**src/rtl/ila_pkg.sv**
```systemverilog
// ----------------------------------------------------------------------------
// ila_pkg
//   Shared definitions for the ILA capture-FIFO dump path.
//   - Default frame header / trailer bytes.
//   - FSM state encoding for the dumper.
//   - Elaboration-time ceil(log2()) helper used to size counters.
// ----------------------------------------------------------------------------
package ila_pkg;

    // Default frame delimiters; the top level exposes them as parameters.
    localparam logic [7:0] HDR_BYTE_DEF = 8'hA5;
    localparam logic [7:0] TRL_BYTE_DEF = 8'h5A;

    // Dumper FSM states. Explicit encodings keep waveforms readable.
    typedef enum logic [2:0] {
        IDLE  = 3'd0,   // waiting for start
        HDR   = 3'd1,   // presenting the header byte
        LEN   = 3'd2,   // presenting the word count byte
        RD    = 3'd3,   // issuing the FIFO read strobe
        WAIT  = 3'd4,   // FIFO read latency; data lands at the end of this cycle
        SHIFT = 3'd5,   // serializer emits the word, MSB byte first
        TRL   = 3'd6,   // presenting the trailer byte
        DONE  = 3'd7    // one-cycle completion pulse
    } state_t;

    // ceil(log2(value)); returns 0 for value <= 1. Only used on constants.
    function automatic int clog2(input int value);
        int result;
        result = 0;
        while ((1 << result) < value) begin
            result = result + 1;
        end
        return result;
    endfunction

endpackage

```
**src/rtl/ila_fifo_dumper_if.sv**
```systemverilog
// ----------------------------------------------------------------------------
// ila_fifo_dumper_if
//   Bundles the two buses the dumper sits between:
//   - FIFO read side : fifo_empty, fifo_cntr, fifo_dout (in), fifo_rd (out)
//   - UART TX stream : tx_data, tx_valid (out), tx_ready (in)
//   modport master : the dumper (drives fifo_rd and the TX byte stream)
//   modport slave  : the FIFO + UART side (drives status, read data, ready)
// Parameters
//   DW : FIFO word width (multiple of 8)
//   AW : FIFO address width; the fill level is AW+1 bits
// ----------------------------------------------------------------------------
interface ila_fifo_dumper_if #(
    parameter int DW = 64,
    parameter int AW = 5
);

    logic          fifo_empty;
    logic [AW:0]   fifo_cntr;
    logic [DW-1:0] fifo_dout;
    logic          fifo_rd;

    logic [7:0]    tx_data;
    logic          tx_valid;
    logic          tx_ready;

    modport master (
        input  fifo_empty,
        input  fifo_cntr,
        input  fifo_dout,
        output fifo_rd,
        output tx_data,
        output tx_valid,
        input  tx_ready
    );

    modport slave (
        output fifo_empty,
        output fifo_cntr,
        output fifo_dout,
        input  fifo_rd,
        input  tx_data,
        input  tx_valid,
        output tx_ready
    );

endinterface

```
**src/rtl/ila_fifo_dumper_serializer.sv**
```systemverilog
// ----------------------------------------------------------------------------
// ila_word_serializer
//   Holds one DW-bit word and presents it as DW/8 bytes, MSB byte first.
//   The byte index advances on each accepted byte and parks on the last byte
//   until the next load, so byte_out is always a stable registered value.
// Ports
//   clk, rst       : clock, synchronous active-high reset
//   load           : capture din and restart at the MSB byte
//   din [DW]       : word to serialize
//   advance        : current byte was accepted downstream
//   byte_out [8]   : byte currently presented
//   last_accepted  : the final byte of the word was accepted this cycle
// ----------------------------------------------------------------------------
module ila_word_serializer
    import ila_pkg::*;
#(
    parameter int DW = 64
) (
    input  logic          clk,
    input  logic          rst,
    input  logic          load,
    input  logic [DW-1:0] din,
    input  logic          advance,
    output logic [7:0]    byte_out,
    output logic          last_accepted
);

    localparam int NB = DW / 8;
    // A single-byte word still needs a 1-bit index register.
    localparam int CW = (clog2(NB) < 1) ? 1 : clog2(NB);

    logic [DW-1:0] word_reg;
    logic [CW-1:0] byte_cnt_reg;
    logic [7:0]    lanes [NB];
    logic          last_byte;

    // Lane 0 is the most significant byte, so the index counts up from 0.
    genvar gi;
    generate
        for (gi = 0; gi < NB; gi++) begin : g_lane
            assign lanes[gi] = word_reg[DW-1-8*gi -: 8];
        end
    endgenerate

    always_ff @(posedge clk) begin
        if (rst) begin
            word_reg     <= '0;
            byte_cnt_reg <= '0;
        end else if (load) begin
            word_reg     <= din;
            byte_cnt_reg <= '0;
        end else if (advance && !last_byte) begin
            byte_cnt_reg <= byte_cnt_reg + CW'(1);
        end
    end

    assign last_byte     = (byte_cnt_reg == CW'(NB - 1));
    assign byte_out      = lanes[byte_cnt_reg];
    assign last_accepted = advance && last_byte;

endmodule

```
**src/rtl/ila_fifo_dumper.sv**
```systemverilog
// ----------------------------------------------------------------------------
// ila_fifo_dumper
//   Read-side engine for the ILA capture FIFO. A start pulse snapshots the
//   FIFO fill level; exactly that many words are then read through the
//   FIFO's registered read port and sent to the UART TX block as a frame:
//     HDR_BYTE, count, N x (DW/8 bytes, MSB first), TRL_BYTE
// Ports
//   clk, rst     : clock, synchronous active-high reset
//   start        : one-cycle request to dump; ignored unless idle
//   busy         : high whenever the FSM is not idle
//   done         : one-cycle pulse after the trailer byte is accepted
//   bus (master) : FIFO read port and valid/ready byte stream
// Parameters
//   DW, AW             : FIFO word and address widths (DW%8==0, AW+1<=8)
//   HDR_BYTE, TRL_BYTE : frame delimiters
// ----------------------------------------------------------------------------
module ila_fifo_dumper
    import ila_pkg::*;
#(
    parameter int         DW       = 64,
    parameter int         AW       = 5,
    parameter logic [7:0] HDR_BYTE = HDR_BYTE_DEF,
    parameter logic [7:0] TRL_BYTE = TRL_BYTE_DEF
) (
    input  logic               clk,
    input  logic               rst,
    input  logic               start,
    output logic               busy,
    output logic               done,
    ila_fifo_dumper_if.master  bus
);

    state_t      state_reg;
    logic [AW:0] n_words_reg;
    logic [AW:0] words_sent_reg;
    logic [AW:0] words_inc;
    logic [7:0]  ctrl_byte_reg;   // header / count / trailer byte
    logic        tx_valid_reg;
    logic        done_reg;

    logic        xfer;
    logic        ser_load;
    logic        ser_advance;
    logic [7:0]  ser_byte;
    logic        ser_last_accepted;

    assign xfer        = tx_valid_reg && bus.tx_ready;
    // The FIFO read data is valid during WAIT, so capture it at its end.
    assign ser_load    = (state_reg == WAIT);
    assign ser_advance = (state_reg == SHIFT) && xfer;
    assign words_inc   = words_sent_reg + (AW+1)'(1);

    ila_word_serializer #(
        .DW (DW)
    ) u_serializer (
        .clk           (clk),
        .rst           (rst),
        .load          (ser_load),
        .din           (bus.fifo_dout),
        .advance       (ser_advance),
        .byte_out      (ser_byte),
        .last_accepted (ser_last_accepted)
    );

    always_ff @(posedge clk) begin
        if (rst) begin
            state_reg      <= IDLE;
            n_words_reg    <= '0;
            words_sent_reg <= '0;
            ctrl_byte_reg  <= '0;
            tx_valid_reg   <= 1'b0;
            done_reg       <= 1'b0;
        end else begin
            done_reg <= 1'b0;
            case (state_reg)
                IDLE: begin
                    if (start) begin
                        // Snapshot: later FIFO writes never lengthen this dump.
                        n_words_reg    <= bus.fifo_cntr;
                        words_sent_reg <= '0;
                        ctrl_byte_reg  <= HDR_BYTE;
                        tx_valid_reg   <= 1'b1;
                        state_reg      <= HDR;
                    end
                end
                HDR: begin
                    if (xfer) begin
                        ctrl_byte_reg <= 8'(n_words_reg);
                        state_reg     <= LEN;
                    end
                end
                LEN: begin
                    if (xfer) begin
                        if (n_words_reg != '0) begin
                            tx_valid_reg <= 1'b0;
                            state_reg    <= RD;
                        end else begin
                            ctrl_byte_reg <= TRL_BYTE;
                            state_reg     <= TRL;
                        end
                    end
                end
                RD: begin
                    // fifo_rd is asserted combinationally in this state.
                    if (!bus.fifo_empty) begin
                        state_reg <= WAIT;
                    end
                end
                WAIT: begin
                    tx_valid_reg <= 1'b1;
                    state_reg    <= SHIFT;
                end
                SHIFT: begin
                    if (ser_last_accepted) begin
                        words_sent_reg <= words_inc;
                        if (words_inc < n_words_reg) begin
                            tx_valid_reg <= 1'b0;
                            state_reg    <= RD;
                        end else begin
                            ctrl_byte_reg <= TRL_BYTE;
                            state_reg     <= TRL;
                        end
                    end
                end
                TRL: begin
                    if (xfer) begin
                        tx_valid_reg  <= 1'b0;
                        ctrl_byte_reg <= '0;
                        done_reg      <= 1'b1;
                        state_reg     <= DONE;
                    end
                end
                DONE: begin
                    state_reg <= IDLE;
                end
                default: begin
                    state_reg <= IDLE;
                end
            endcase
        end
    end

    // The read strobe is gated by the live empty flag so it can never fire
    // into an empty FIFO, even if the flag changes while waiting in RD.
    assign bus.fifo_rd  = (state_reg == RD) && !bus.fifo_empty;
    assign bus.tx_valid = tx_valid_reg;
    assign bus.tx_data  = (state_reg == SHIFT) ? ser_byte : ctrl_byte_reg;
    assign busy         = (state_reg != IDLE);
    assign done         = done_reg;

endmodule
```
**src/flat_wrapper.sv**
```systemverilog
// flat-port wrapper written by rule: the top's interface ports become plain ports
module ila_fifo_dumper_flat import ila_pkg::*;
#(
    parameter int         DW       = 64,
    parameter int         AW       = 5,
    parameter logic [7:0] HDR_BYTE = HDR_BYTE_DEF,
    parameter logic [7:0] TRL_BYTE = TRL_BYTE_DEF
)
  (clk, rst, start, busy, done, bus_fifo_empty, bus_fifo_cntr, bus_fifo_dout, bus_fifo_rd, bus_tx_data, bus_tx_valid, bus_tx_ready);
  ila_fifo_dumper_if #(.DW(DW), .AW(AW)) bus_i ();
  input  logic clk;
  input  logic rst;
  input  logic start;
  output logic busy;
  output logic done;
  input wire logic [$bits(bus_i.fifo_empty)-1:0] bus_fifo_empty;
  input wire logic [$bits(bus_i.fifo_cntr)-1:0] bus_fifo_cntr;
  input wire logic [$bits(bus_i.fifo_dout)-1:0] bus_fifo_dout;
  output wire logic [$bits(bus_i.fifo_rd)-1:0] bus_fifo_rd;
  output wire logic [$bits(bus_i.tx_data)-1:0] bus_tx_data;
  output wire logic [$bits(bus_i.tx_valid)-1:0] bus_tx_valid;
  input wire logic [$bits(bus_i.tx_ready)-1:0] bus_tx_ready;
  assign bus_i.fifo_empty = bus_fifo_empty;
  assign bus_i.fifo_cntr = bus_fifo_cntr;
  assign bus_i.fifo_dout = bus_fifo_dout;
  assign bus_fifo_rd = bus_i.fifo_rd;
  assign bus_tx_data = bus_i.tx_data;
  assign bus_tx_valid = bus_i.tx_valid;
  assign bus_i.tx_ready = bus_tx_ready;
  ila_fifo_dumper #(.DW(DW), .AW(AW), .HDR_BYTE(HDR_BYTE), .TRL_BYTE(TRL_BYTE)) u_core (.clk(clk), .rst(rst), .start(start), .busy(busy), .done(done), .bus(bus_i));
endmodule
```
**config.mk**
```make
export PLATFORM = sky130hd
export DESIGN_NAME = ila_fifo_dumper_flat
export DESIGN_NICKNAME = d
export VERILOG_FILES = /design/src/rtl/ila_pkg.sv /design/src/rtl/ila_fifo_dumper_if.sv /design/src/rtl/ila_fifo_dumper_serializer.sv /design/src/rtl/ila_fifo_dumper.sv /design/src/flat_wrapper.sv
export SDC_FILE = /design/constraint.sdc
export NUM_CORES = 1
export LEC_CHECK = 0
export ABC_CLOCK_PERIOD_IN_PS = 6300
export CORE_ASPECT_RATIO = 0.8
export CORE_UTILIZATION = 40
export CTS_CLUSTER_SIZE = 28
export DETAILED_ROUTE_END_ITERATION = 8
export PLACE_DENSITY = 0.61
export SLEW_MARGIN = 10
export SYNTH_ARGS = -nofsm -noshare
export SYNTH_HDL_FRONTEND = slang
export SYNTH_SLANG_ARGS = --single-unit
```
**constraint.sdc**
```tcl
create_clock -name clk -period 6.3 [get_ports clk]
set_clock_uncertainty 0.2 [all_clocks]
set_input_delay 1.26 -clock clk [delete_from_list [all_inputs] [get_ports clk]]
set_output_delay 1.26 -clock clk [all_outputs]
set_load 0.005 [all_outputs]
```
==> Implementation_results.wiki <==
{| class="wikitable"
! Metric !! Value
|-
| Status || complete, no violations
|-
| Antenna cell count || 0
|-
| Reg2Reg Launch Point || u_core.u_serializer.byte_cnt_reg[0]$_SDFFE_PP0P_
|-
| Synthesized flop and latch total || 92
|-
| Category of the most critical setup path || flop to output port
|-
| HPWL after DPL || 8000 um
|-
| LEAKAGE || 1.81 nW
|-
| Overflow left after global routing || 0
|-
| Post-layout minimum cycle time || 4.39 ns
|-
| Final TNS setup || 0 ns
|-
| Pre-Repair DR Iteration Count || 5
|-
| Maximum root-to-sink buffer count || 2
|-
| Standard cell with the maximum stage delay on the critical path || sky130_fd_sc_hd__dfxtp_1
|-
| Root buffer cell || sky130_fd_sc_hd__clkbuf_16
|-
| Highest cell delay on the worst timing path || 0.80 ns
|-
| Top cell type by total area after synthesis || sky130_fd_sc_hd__dfxtp_1
|-
| Cell count after synthesis || 523
|-
| Number of violations of the max-capacitance limit || 0
|-
| Via count of the first global-routing pass || 3,574
|-
| Sequential-to-total area share from yosys stat || 43.0%
|-
| Logic depth of the worst register-to-register path || 7
|-
| Share of power burned in registers || 42.1%
|-
| Clock slew at the register clock pins of the worst setup and hold paths || 0.06 ns
|-
| Net count after synthesis || 606
|-
| Die area || 11,100 um^2
|-
| Post-CTS resize count || 0
|-
| Number of nets in the finished design || 667
|-
| Summed area of non-filler cells in the final layout || 5440 um^2
|-
| Worst vdd ir || 0.000129 V
|-
| GRT Util Overall || 20.8%
|-
| Critical path cell sequence || nand3b_1, o21ai_0, clkdlybuf4s50_1
|-
| Worst Path Arrival || 2.93 ns
|-
| Filler cells || 961
|-
| Post-synth EDFFs || 0
|-
| Initial standard-cell utilization of the core || 41.5%
|-
| Endpoint kind of the worst setup timing path || output port
|-
| Placer's final routability congestion estimate || 0.883
|-
| Achievable Freq || 228 MHz
|-
| Cell area power density || 298 nW/um^2
|-
| Height of the chip || 94.6 um
|-
| Class of the worst hold path || flop to flop
|-
| Rel. slew slack || 20.6%
|-
| Setup Buffers After CTS || 0
|-
| # hold bufs at CTS || 0
|-
| Worst hold path stage count || 2
|-
| Comb power frac || 27.5%
|-
| Total via count after detailed routing || 3,830
|-
| Placed instance count || 713
|-
| Wire length of the first global-routing pass || 18,000 um
|-
| Depth of the CTS H-tree || 3
|-
| Layout area overhead || 26.9%
|-
| CTS tree || built
|-
| Final Hold Viols || 0
|-
| Synthesized-area fraction occupied by ao, oa, aoi and oai cells || 16.5%
|-
| Worst Setup Start Kind || flop
|-
| Average vias per placed instance || 5.25
|-
| Number of antenna violations at the first check in global routing || 0
|-
| Number of violations reported at the end of detailed-routing iteration 0 || 314
|-
| Ratio of cells with drive above 1 in the final layout || 6.11%
|-
| Switching part of the total power || 31.1%
|-
| Yosys top cell area share || 43.0%
|-
| Combinational family with the most area after synthesis || simple AND/OR/NAND/NOR gates
|-
| Port buffer count || 86
|-
| Clk_lat worst skew || 0.33 ns
|-
| Placed cell areas || 5170 um^2
|-
| Final non-filler cell total || 729
|-
| Highest-count cells in the layout ignoring fill and taps || sky130_fd_sc_hd__nand2_1 (154), sky130_fd_sc_hd__dfxtp_1 (92), sky130_fd_sc_hd__a21oi_1 (88), sky130_fd_sc_hd__clkdlybuf4s50_1 (85), sky130_fd_sc_hd__nor2_1 (19)
|-
| Most common cell after layout, fill and taps aside || sky130_fd_sc_hd__nand2_1
|-
| Net switching power of the design || 0.504 mW
|-
| Setup violations, final || 0
|-
| Number of nets still failing antenna checks after routing || 0
|-
| # IOs || 87
|-
| Core region area || 10,300 um^2
|-
| Cell internal power dissipation || 1.12 mW
|-
| Post-synthesis instance area || 4290 um^2
|-
| Ranking of synthesized cells by area || sky130_fd_sc_hd__dfxtp_1 (43%), sky130_fd_sc_hd__nand2_1 (14%), sky130_fd_sc_hd__a21oi_1 (10%)
|-
| Post-synth ARST share || 0%
|-
| Startpoint of the lowest-slack hold path || u_core.u_serializer.lanes[42]$_SDFFE_PP0P_
|-
| Number of unique standard cell types used by synthesis || 46
|-
| Number of design rule violations left after detail routing || 0
|-
| Die Wd || 118 um
|-
| Share of the clock period used by the worst path || 69.6%
|-
| Post-synth top flop || sky130_fd_sc_hd__dfxtp_1
|-
| WL final || 11,300 um
|-
| Clock sink count || 92
|-
| Required time of the critical path || 4.84 ns
|-
| Detail-routed net length per standard cell || 15.4 um
|-
| Clock share of power || 30.4%
|-
| Area share of xor/xnor cells in the synthesized design || 1.23%
|-
| Yosys synthesis warning count || 0
|-
| Endpoint, Worst Hold || u_core.u_serializer.lanes[42]$_SDFFE_PP0P_
|-
| Area fraction in and, or, nand and nor cells after synthesis || 21.6%
|-
| TritonCTS Buffers || 9
|-
| Largest net degree at the start of global routing || 94
|-
| Worst Path Max Fanout || 25
|-
| Slew Viols, Final || 0
|-
| Pin slew with the least headroom to its limit || 1.19 ns
|-
| Post-Synth Adder-Cell Area || 2.33%
|-
| Flip-flop count of the largest register, all copies and words added || 64
|-
| Number of placement rows || 33
|-
| Reg2reg end || u_core.ctrl_byte_reg[1]$_SDFFE_PP0P_
|-
| Flop-to-flop setup slack || 2.85 ns
|-
| Share of synthesized area spent on multiplexers || 11.0%
|-
| Average size of a mapped cell || 8.20 um^2
|-
| Setup repair after global routing missed its margin || false
|}
## cell families (layout without fill, tap and decap cells)
logic type / count (synthesis) / after routing
AOI/OAI and AO/OA: 126 / 126
xor gates and xnor gates: 6 / 6
adders and majority gates: 8 / 8
buffers and inverters: 45 / 111
DFF: 92 / 92
muxes: 27 / 27
and+or+nand+nor: 219 / 219
## critical path, delay by kind of cell (launching register included)
| family | cells | cell delay [ns] |
|---|---|---|
| buffers and inverters | 1 | 0.56 |
| AO/OA/AOI/OAI | 1 | 0.46 |
| AND/OR/NAND/NOR | 1 | 0.76 |
| flip-flops | 1 | 0.80 |
## cells in the mapped netlist, types with 2 or more instances
master                       n
sky130_fd_sc_hd__clkbuf_1   26
sky130_fd_sc_hd__xor2_1      3
sky130_fd_sc_hd__a22oi_1     3
sky130_fd_sc_hd__buf_4       3
sky130_fd_sc_hd__nor3_1     12
sky130_fd_sc_hd__a21oi_1    88
sky130_fd_sc_hd__buf_2       7
sky130_fd_sc_hd__nor2b_1     2
sky130_fd_sc_hd__o211ai_1    3
sky130_fd_sc_hd__inv_1       8
sky130_fd_sc_hd__nand4_1     3
sky130_fd_sc_hd__or3_1       2
sky130_fd_sc_hd__a221o_1     2
sky130_fd_sc_hd__nor2_2      2
sky130_fd_sc_hd__nand3_1     4
sky130_fd_sc_hd__nor4_1      5
sky130_fd_sc_hd__o21ai_0    17
sky130_fd_sc_hd__xnor2_1     3
sky130_fd_sc_hd__and2_1      3
sky130_fd_sc_hd__dfxtp_1    92
sky130_fd_sc_hd__nor2_1     19
sky130_fd_sc_hd__mux2i_1    10
sky130_fd_sc_hd__o21a_1      2
sky130_fd_sc_hd__nand2_1   155
sky130_fd_sc_hd__o21ai_1     2
sky130_fd_sc_hd__mux4_2     16
sky130_fd_sc_hd__nand2b_1    5
sky130_fd_sc_hd__ha_1        8
## area by class of cell
cell class | count | area (um^2) | area share, %
Timing Repair Buffer | 87 | 863 | 15.9
Tap cell | 140 | 175 | 3.22
Multi-Input combinational cell | 386 | 2260 | 41.5
Sequential cell | 92 | 1840 | 33.8
Clock buffer | 13 | 250 | 4.60
Inverter | 8 | 30.0 | 0.552
Clock inverter | 3 | 21.3 | 0.391
## worst max path at each step
stage	end	slack, ns	cells after the start	startpoint
finish	bus_tx_data[0]	1.91	3	u_core.state_reg[2]$_SDFFE_PP0P_
global route	bus_tx_data[4]	1.75	3	u_core.state_reg[2]$_SDFFE_PP0P_
CTS	bus_tx_data[2]	1.91	3	u_core.state_reg[2]$_SDFFE_PP0P_
detailed placement	bus_tx_data[0]	2.30	3	u_core.state_reg[2]$_SDFFE_PP0P_
global placement	bus_tx_data[2]	2.36	4	u_core.u_serializer.byte_cnt_reg[0]$_SDFFE_PP0P_
floorplan	bus_tx_data[1]	3.27	5	u_core.u_serializer.byte_cnt_reg[0]$_SDFFE_PP0P_
## metrics by stage
step                utilization, %  setup slack, ns  power [mW]  hold WS [ns]
global placement              50.1             2.36        1.13         0.243
global route                  52.7             1.75        1.72         0.268
detailed placement            50.1             2.30        1.14         0.245
floorplan                        -             3.27       0.974         0.233
CTS                           52.7             1.91        1.63         0.254
finish                        52.7             1.91        1.62         0.251
## per-layer routing
metal	part of all wire [%]	global-route usage (%)	vias to the layer above
li1	-	-	1932
met1	51	29.7	1789
met2	44	31.6	102
met3	4.5	4.23	7
met4	0.73	5.88	0
met5	0	0	-
## power groups by stage
| stage | registers [mW] | clock network, mW | logic (mW) |
|---|---|---|---|
| after floorplan | 0.666 | 0 | 0.308 |
| after global placement | 0.693 | 0 | 0.434 |
| after detailed placement | 0.695 | 0 | 0.442 |
| after CTS | 0.682 | 0.505 | 0.445 |
| after global routing | 0.691 | 0.529 | 0.497 |
| final | 0.683 | 0.494 | 0.447 |
Note: power is estimated with default switching activity, not from simulation.
==> edit 1, RTL diff (same settings) <==
Re-encode `state_t` (8 states) as one-hot, 8 bits wide.
--- a/src/rtl/ila_pkg.sv
+++ b/src/rtl/ila_pkg.sv
@@ -13,13 +13,13 @@
 
     // Dumper FSM states. Explicit encodings keep waveforms readable.
-    typedef enum logic [2:0] {
-        IDLE  = 3'd0,   // waiting for start
-        HDR   = 3'd1,   // presenting the header byte
-        LEN   = 3'd2,   // presenting the word count byte
-        RD    = 3'd3,   // issuing the FIFO read strobe
-        WAIT  = 3'd4,   // FIFO read latency; data lands at the end of this cycle
-        SHIFT = 3'd5,   // serializer emits the word, MSB byte first
-        TRL   = 3'd6,   // presenting the trailer byte
-        DONE  = 3'd7    // one-cycle completion pulse
+    typedef enum logic [7:0] {
+        IDLE  = 8'b00000001,   // waiting for start
+        HDR   = 8'b00000010,   // presenting the header byte
+        LEN   = 8'b00000100,   // presenting the word count byte
+        RD    = 8'b00001000,   // issuing the FIFO read strobe
+        WAIT  = 8'b00010000,   // FIFO read latency; data lands at the end of this cycle
+        SHIFT = 8'b00100000,   // serializer emits the word, MSB byte first
+        TRL   = 8'b01000000,   // presenting the trailer byte
+        DONE  = 8'b10000000    // one-cycle completion pulse
     } state_t;
 
Formal check against the unedited RTL: same outputs for any inputs over 4 cycles, from zero or initial values and one cycle with rst high; so few cycles prove little.
==> edit 1 against the original RTL <==
Routed wire length rose by 5.3%; total power grew 3.2%; combinational power is 10% lower; count of clock-buffer cells in the layout decreased by 2; synthesized area is 5.3% higher; sequential cell count rose by 5; worst setup slack improved by 0.22 ns; design area up 4.6%.
==> edit 1: results (changes against the original RTL) <==
{
  "pin_count_of_the_biggest_net_entering_global_routing": {"value": 68, "change": "-28%"},
  "post_route_cells_drive_above_1_share": {"value": 7.29, "unit": "%", "change": "+1.2 points"},
  "r2r_end": "u_core.ctrl_byte_reg[5]$_SDFFE_PP0P_",
  "timing.hold.worst_endpoint": "u_core.u_serializer.lanes[43]$_SDFFE_PP0P_",
  "synth_area_leaders": "sky130_fd_sc_hd__dfxtp_1, sky130_fd_sc_hd__nand2_1, sky130_fd_sc_hd__a21oi_1",
  "final_weighted_congestion_of_routability_driven_global_placement": {"value": 0.853, "change": "-3.4%"},
  "total_leakage_power": {"value": 1.97, "unit": "nW", "change": "+8.7%"},
  "number_of_global_route_vias_before_repair": {"value": 3567, "change": "-0.20%"},
  "finalNetCount": {"value": 668, "change": "+0.15%"},
  "cp-startpoint": "u_core.state_reg[5]$_SDFFE_PP0P_",
  "synth_nets": {"value": 609, "change": "+0.50%"},
  "postRouteWirelength": {"value": 11900, "unit": "um", "change": "+5.3%"},
  "cpMaxStageDelayCell": "sky130_fd_sc_hd__clkdlybuf4s50_1",
  "critical_path.endpoint": "bus_tx_data[1]",
  "cpPeakStageDelay": {"value": 0.58, "unit": "ns", "change": "-0.22 ns"},
  "worstPathArrival": {"value": 2.70, "unit": "ns", "change": "-0.23 ns"},
  "track_usage": {"value": 20.7, "unit": "%", "change": "about the same"},
  "yosysSeqAreaShare": {"value": 43.0, "unit": "%", "change": "+0.063 points"},
  "slew_headroom": {"value": 27.0, "unit": "%", "change": "+6.3 points"},
  "hpwl": {"value": 8460, "unit": "um", "change": "+5.7%"},
  "via_per_inst": {"value": 5.24, "change": "-0.29%"},
  "num-fill-cells": {"value": 1029, "change": "+7.1%"},
  "r2r_slack": {"value": 2.90, "unit": "ns", "change": "+0.05 ns"},
  "run_status": "finished clean",
  "hold_path.startpoint": "u_core.u_serializer.lanes[43]$_SDFFE_PP0P_",
  "crit_fanout": {"value": 20, "change": "-20%"},
  "synth_commonest_cells": "sky130_fd_sc_hd__nand2_1, sky130_fd_sc_hd__dfxtp_1, sky130_fd_sc_hd__a21oi_1, sky130_fd_sc_hd__clkbuf_1, sky130_fd_sc_hd__nor2_1",
  "yosysTopAreaCell": "sky130_fd_sc_hd__dfxtp_1",
  "number_of_distinct_standard_cells_referenced_by_the_synthesized_netlist": {"value": 50, "change": "+8.7%"}
}
==> edit 1: worst max-delay path: cells and delay by family (launching register included) <==
kind / cells / cell delay (ns)
buf+inv: 1 / 0.58
flops: 1 / 0.49
compound gates: 1 / 0.28
simple gates: 2 / 1.01
==> edit 1: report_power, final <==
part	total [mW]	internal, mW	switching, mW	leakage, nW
Sequential	0.697	0.654	0.0431	0.785
Combinational	0.402	0.198	0.203	1.04
Clock	0.577	0.347	0.230	0.146
Total	1.68	1.20	0.476	1.97
==> edit 1: kinds of logic after synthesis <==
| logic type | count (synthesis) | share of synthesized area (%) |
|---|---|---|
| multiplexers | 33 | 11.8 |
| AO/OA/AOI/OAI | 112 | 14.5 |
| buffers and inverters | 44 | 4.52 |
| XOR/XNOR | 7 | 1.36 |
| flip-flops | 97 | 43.0 |
| AND/OR/NAND/NOR | 225 | 22.7 |
| adder cells (fa/ha/maj) | 8 | 2.22 |
==> edit 1: layout make-up <==
class	count	area, um2	share of cell area [%]
Inverter	5	18.8	0.330
Clock buffer	11	233	4.09
Sequential cell	97	1940	34.1
Tap cell	144	180	3.16
Timing Repair Buffer	87	863	15.2
Multi-Input combinational cell	385	2380	41.7
Clock inverter	5	80.1	1.41
==> edit 1: per-layer routing <==
metal  GRT usage (%)  part of all wire, %
met5               0                    0
met4            5.13                 0.91
met3            6.13                  7.0
met2            28.7                   41
met1            31.2                   51
==> edit 1: metrics by stage <==
step	hold WS (ns)	worst slack (ns)	instances	instance area [um2]
6_report	0.255	2.14	734	5700
5_1_grt	0.272	2.03	734	5700
4_1_cts	0.256	1.92	734	5690
3_5_place_dp	0.243	2.29	718	5380
3_3_place_gp	0.243	2.36	718	5380
2_1_floorplan	0.233	3.03	526	4510
==> edit 2, RTL diff (same flow settings) <==
Made on the original files. `AW` is set to 5 in 3 places; all go to 7.
--- a/src/rtl/ila_fifo_dumper_if.sv
+++ b/src/rtl/ila_fifo_dumper_if.sv
@@ -12,5 +12,5 @@
 interface ila_fifo_dumper_if #(
     parameter int DW = 64,
-    parameter int AW = 5
+    parameter int AW = 7
 );
 
--- a/src/rtl/ila_fifo_dumper.sv
+++ b/src/rtl/ila_fifo_dumper.sv
@@ -19,5 +19,5 @@
 #(
     parameter int         DW       = 64,
-    parameter int         AW       = 5,
+    parameter int         AW       = 7,
     parameter logic [7:0] HDR_BYTE = HDR_BYTE_DEF,
     parameter logic [7:0] TRL_BYTE = TRL_BYTE_DEF
--- a/src/flat_wrapper.sv
+++ b/src/flat_wrapper.sv
@@ -3,5 +3,5 @@
 #(
     parameter int         DW       = 64,
-    parameter int         AW       = 5,
+    parameter int         AW       = 7,
     parameter logic [7:0] HDR_BYTE = HDR_BYTE_DEF,
     parameter logic [7:0] TRL_BYTE = TRL_BYTE_DEF
Interface: changed (resized bus_fifo_cntr); port bits go from 87 to 89. The function was not compared with the original's and may differ.
==> edit 2 against the original RTL <==
Design area rose by 7.4%; worst setup slack improved by 0.17 ns; sequential power rose by 3%; fmax rose by 4.1%; synthesized area rose by 7.4%; total power rose by 7.7%; routed wire length rose by 11%; sequential cell count rose by 4; critical endpoint unchanged.
==> edit 2: results (changes against the original RTL) <==
{
  "run_status": "finished clean",
  "yosysSeqAreaShare": {"value": 41.7, "unit": "%", "change": "-1.2 points"},
  "slew_headroom": {"value": 27.0, "unit": "%", "change": "+6.4 points"},
  "r2r_end": "u_core.ctrl_byte_reg[5]$_SDFFE_PP0P_",
  "synth_compound_area_share": {"value": 15.2, "unit": "%", "change": "-1.2 points"},
  "grt_antenna_before_repair": {"value": 0, "change": "unchanged"},
  "post_route_cells_drive_above_1_share": {"value": 6.54, "unit": "%", "change": "+0.43 points"},
  "total_leakage_power": {"value": 2.02, "unit": "nW", "change": "+11%"},
  "pin_count_of_the_biggest_net_entering_global_routing": {"value": 68, "change": "-28%"},
  "timing.hold.worst_endpoint": "u_core.u_serializer.lanes[20]$_SDFFE_PP0P_",
  "hold_slack": {"value": 0.256, "unit": "ns", "change": "+0.00491 ns"},
  "synth_commonest_cells": "sky130_fd_sc_hd__nand2_1, sky130_fd_sc_hd__dfxtp_1, sky130_fd_sc_hd__a21oi_1, sky130_fd_sc_hd__clkbuf_1, sky130_fd_sc_hd__nor2_1",
  "synth_adder_area_share": {"value": 4.07, "unit": "%", "change": "+1.7 points"},
  "final_weighted_congestion_of_routability_driven_global_placement": {"value": 0.841, "change": "-4.7%"},
  "vdd_ir_drop_max": {"value": 0.165, "unit": "mV", "change": "+28%"},
  "hpwl": {"value": 9240, "unit": "um", "change": "+15%"},
  "finalNetCount": {"value": 714, "change": "+7.0%"},
  "drt_pre_antenna_iters": {"value": 6, "change": "+1"},
  "violation_count_after_the_first_detailed_routing_iteration": {"value": 297, "change": "-5.4%"},
  "number_of_global_route_vias_before_repair": {"value": 3930, "change": "+10%"},
  "hold_depth": {"value": 2, "change": "unchanged"},
  "synthXorXnorAreaFrac": {"value": 1.33, "unit": "%", "change": "+0.11 points"},
  "cell_internal_pwr": {"value": 1.19, "unit": "mW", "change": "+6.6%"},
  "dpl_cell_area": {"value": 5540, "unit": "um2", "change": "+7.1%"},
  "yosys_warnings": {"value": 0, "change": "unchanged"},
  "grt_first_pass_wirelength": {"value": 20200, "unit": "um", "change": "+12%"},
  "synth_area_leaders": "sky130_fd_sc_hd__dfxtp_1, sky130_fd_sc_hd__nand2_1, sky130_fd_sc_hd__a21oi_1",
  "worstPathArrival": {"value": 2.75, "unit": "ns", "change": "-0.18 ns"},
  "postRouteWirelength": {"value": 12500, "unit": "um", "change": "+11%"},
  "track_usage": {"value": 22.1, "unit": "%", "change": "+1.3 points"},
  "multiplexer_share_of_the_synthesized_area": {"value": 12.2, "unit": "%", "change": "+1.2 points"},
  "number_of_distinct_standard_cells_referenced_by_the_synthesized_netlist": {"value": 43, "change": "-6.5%"},
  "r2r_slack": {"value": 2.84, "unit": "ns", "change": "about the same"}
}
[edit 2: worst max path at each step]
| stage | from | to | slack (ns) | depth (start not counted) |
|---|---|---|---|---|
| 2_1_floorplan | u_core.u_serializer.byte_cnt_reg[0]$_SDFFE_PP0P_ | bus_tx_data[6] | 3.25 | 5 |
| 3_3_place_gp | u_core.u_serializer.byte_cnt_reg[0]$_SDFFE_PP0P_ | bus_tx_data[4] | 2.47 | 4 |
| 3_5_place_dp | u_core.u_serializer.byte_cnt_reg[0]$_SDFFE_PP0P_ | bus_tx_data[4] | 2.42 | 4 |
| 4_1_cts | u_core.u_serializer.byte_cnt_reg[0]$_SDFFE_PP0P_ | bus_tx_data[4] | 2.04 | 4 |
| 5_1_grt | u_core.u_serializer.byte_cnt_reg[0]$_SDFFE_PP0P_ | bus_tx_data[0] | 1.83 | 4 |
| 6_report | u_core.u_serializer.byte_cnt_reg[0]$_SDFFE_PP0P_ | bus_tx_data[0] | 2.09 | 4 |
[edit 2: cells by family after synthesis]
| family | Yosys count |
|---|---|
| flip-flops | 96 |
| buffers and inverters | 49 |
| AO/OA/AOI/OAI | 127 |
| multiplexers | 36 |
| adder cells (fa/ha/maj) | 15 |
| XOR/XNOR | 7 |
| AND/OR/NAND/NOR | 228 |
[edit 2: power by group through the flow]
| stage | logic [mW] | registers, mW | clock network (mW) |
|---|---|---|---|
| 3_5_place_dp | 0.475 | 0.714 | 0 |
| 4_1_cts | 0.476 | 0.700 | 0.582 |
| 2_1_floorplan | 0.311 | 0.692 | 0 |
| 3_3_place_gp | 0.466 | 0.713 | 0 |
| 5_1_grt | 0.531 | 0.707 | 0.608 |
| 6_report | 0.477 | 0.701 | 0.571 |
[edit 2: stage by stage]
step	setup slack (ns)	instances	util, %
5_1_grt	1.83	771	52.9
6_report	2.09	771	52.9
2_1_floorplan	3.25	558	-
3_3_place_gp	2.47	755	50.1
4_1_cts	2.04	771	52.9
3_5_place_dp	2.42	755	50.1
[edit 2: critical path: stages, from the launching register on]
cell	delay (ns)
sky130_fd_sc_hd__dfxtp_1	1.05
sky130_fd_sc_hd__mux4_2	0.61
sky130_fd_sc_hd__mux2i_1	0.15
sky130_fd_sc_hd__o21ai_0	0.11
sky130_fd_sc_hd__clkdlybuf4s50_1	0.48
[edit 2: metal layers]
metal	wire, um	GRT usage [%]	part of all wire, %	up-vias
met2	5130	30.5	41	101
met3	731	4.73	5.9	7
met1	6530	34.7	52	1925
li1	-	-	-	2042
met5	0	0	0	-
met4	94	4.37	0.75	0
[edit 2: layout make-up]
type                            instances  area, um2
Clock buffer                            9        225
Clock inverter                          7       85.1
Fill cell                            1034       5210
Inverter                               10       37.5
Multi-Input combinational cell        413       2490
Sequential cell                        96       1920
Tap cell                              144        180
Timing Repair Buffer                   92        906
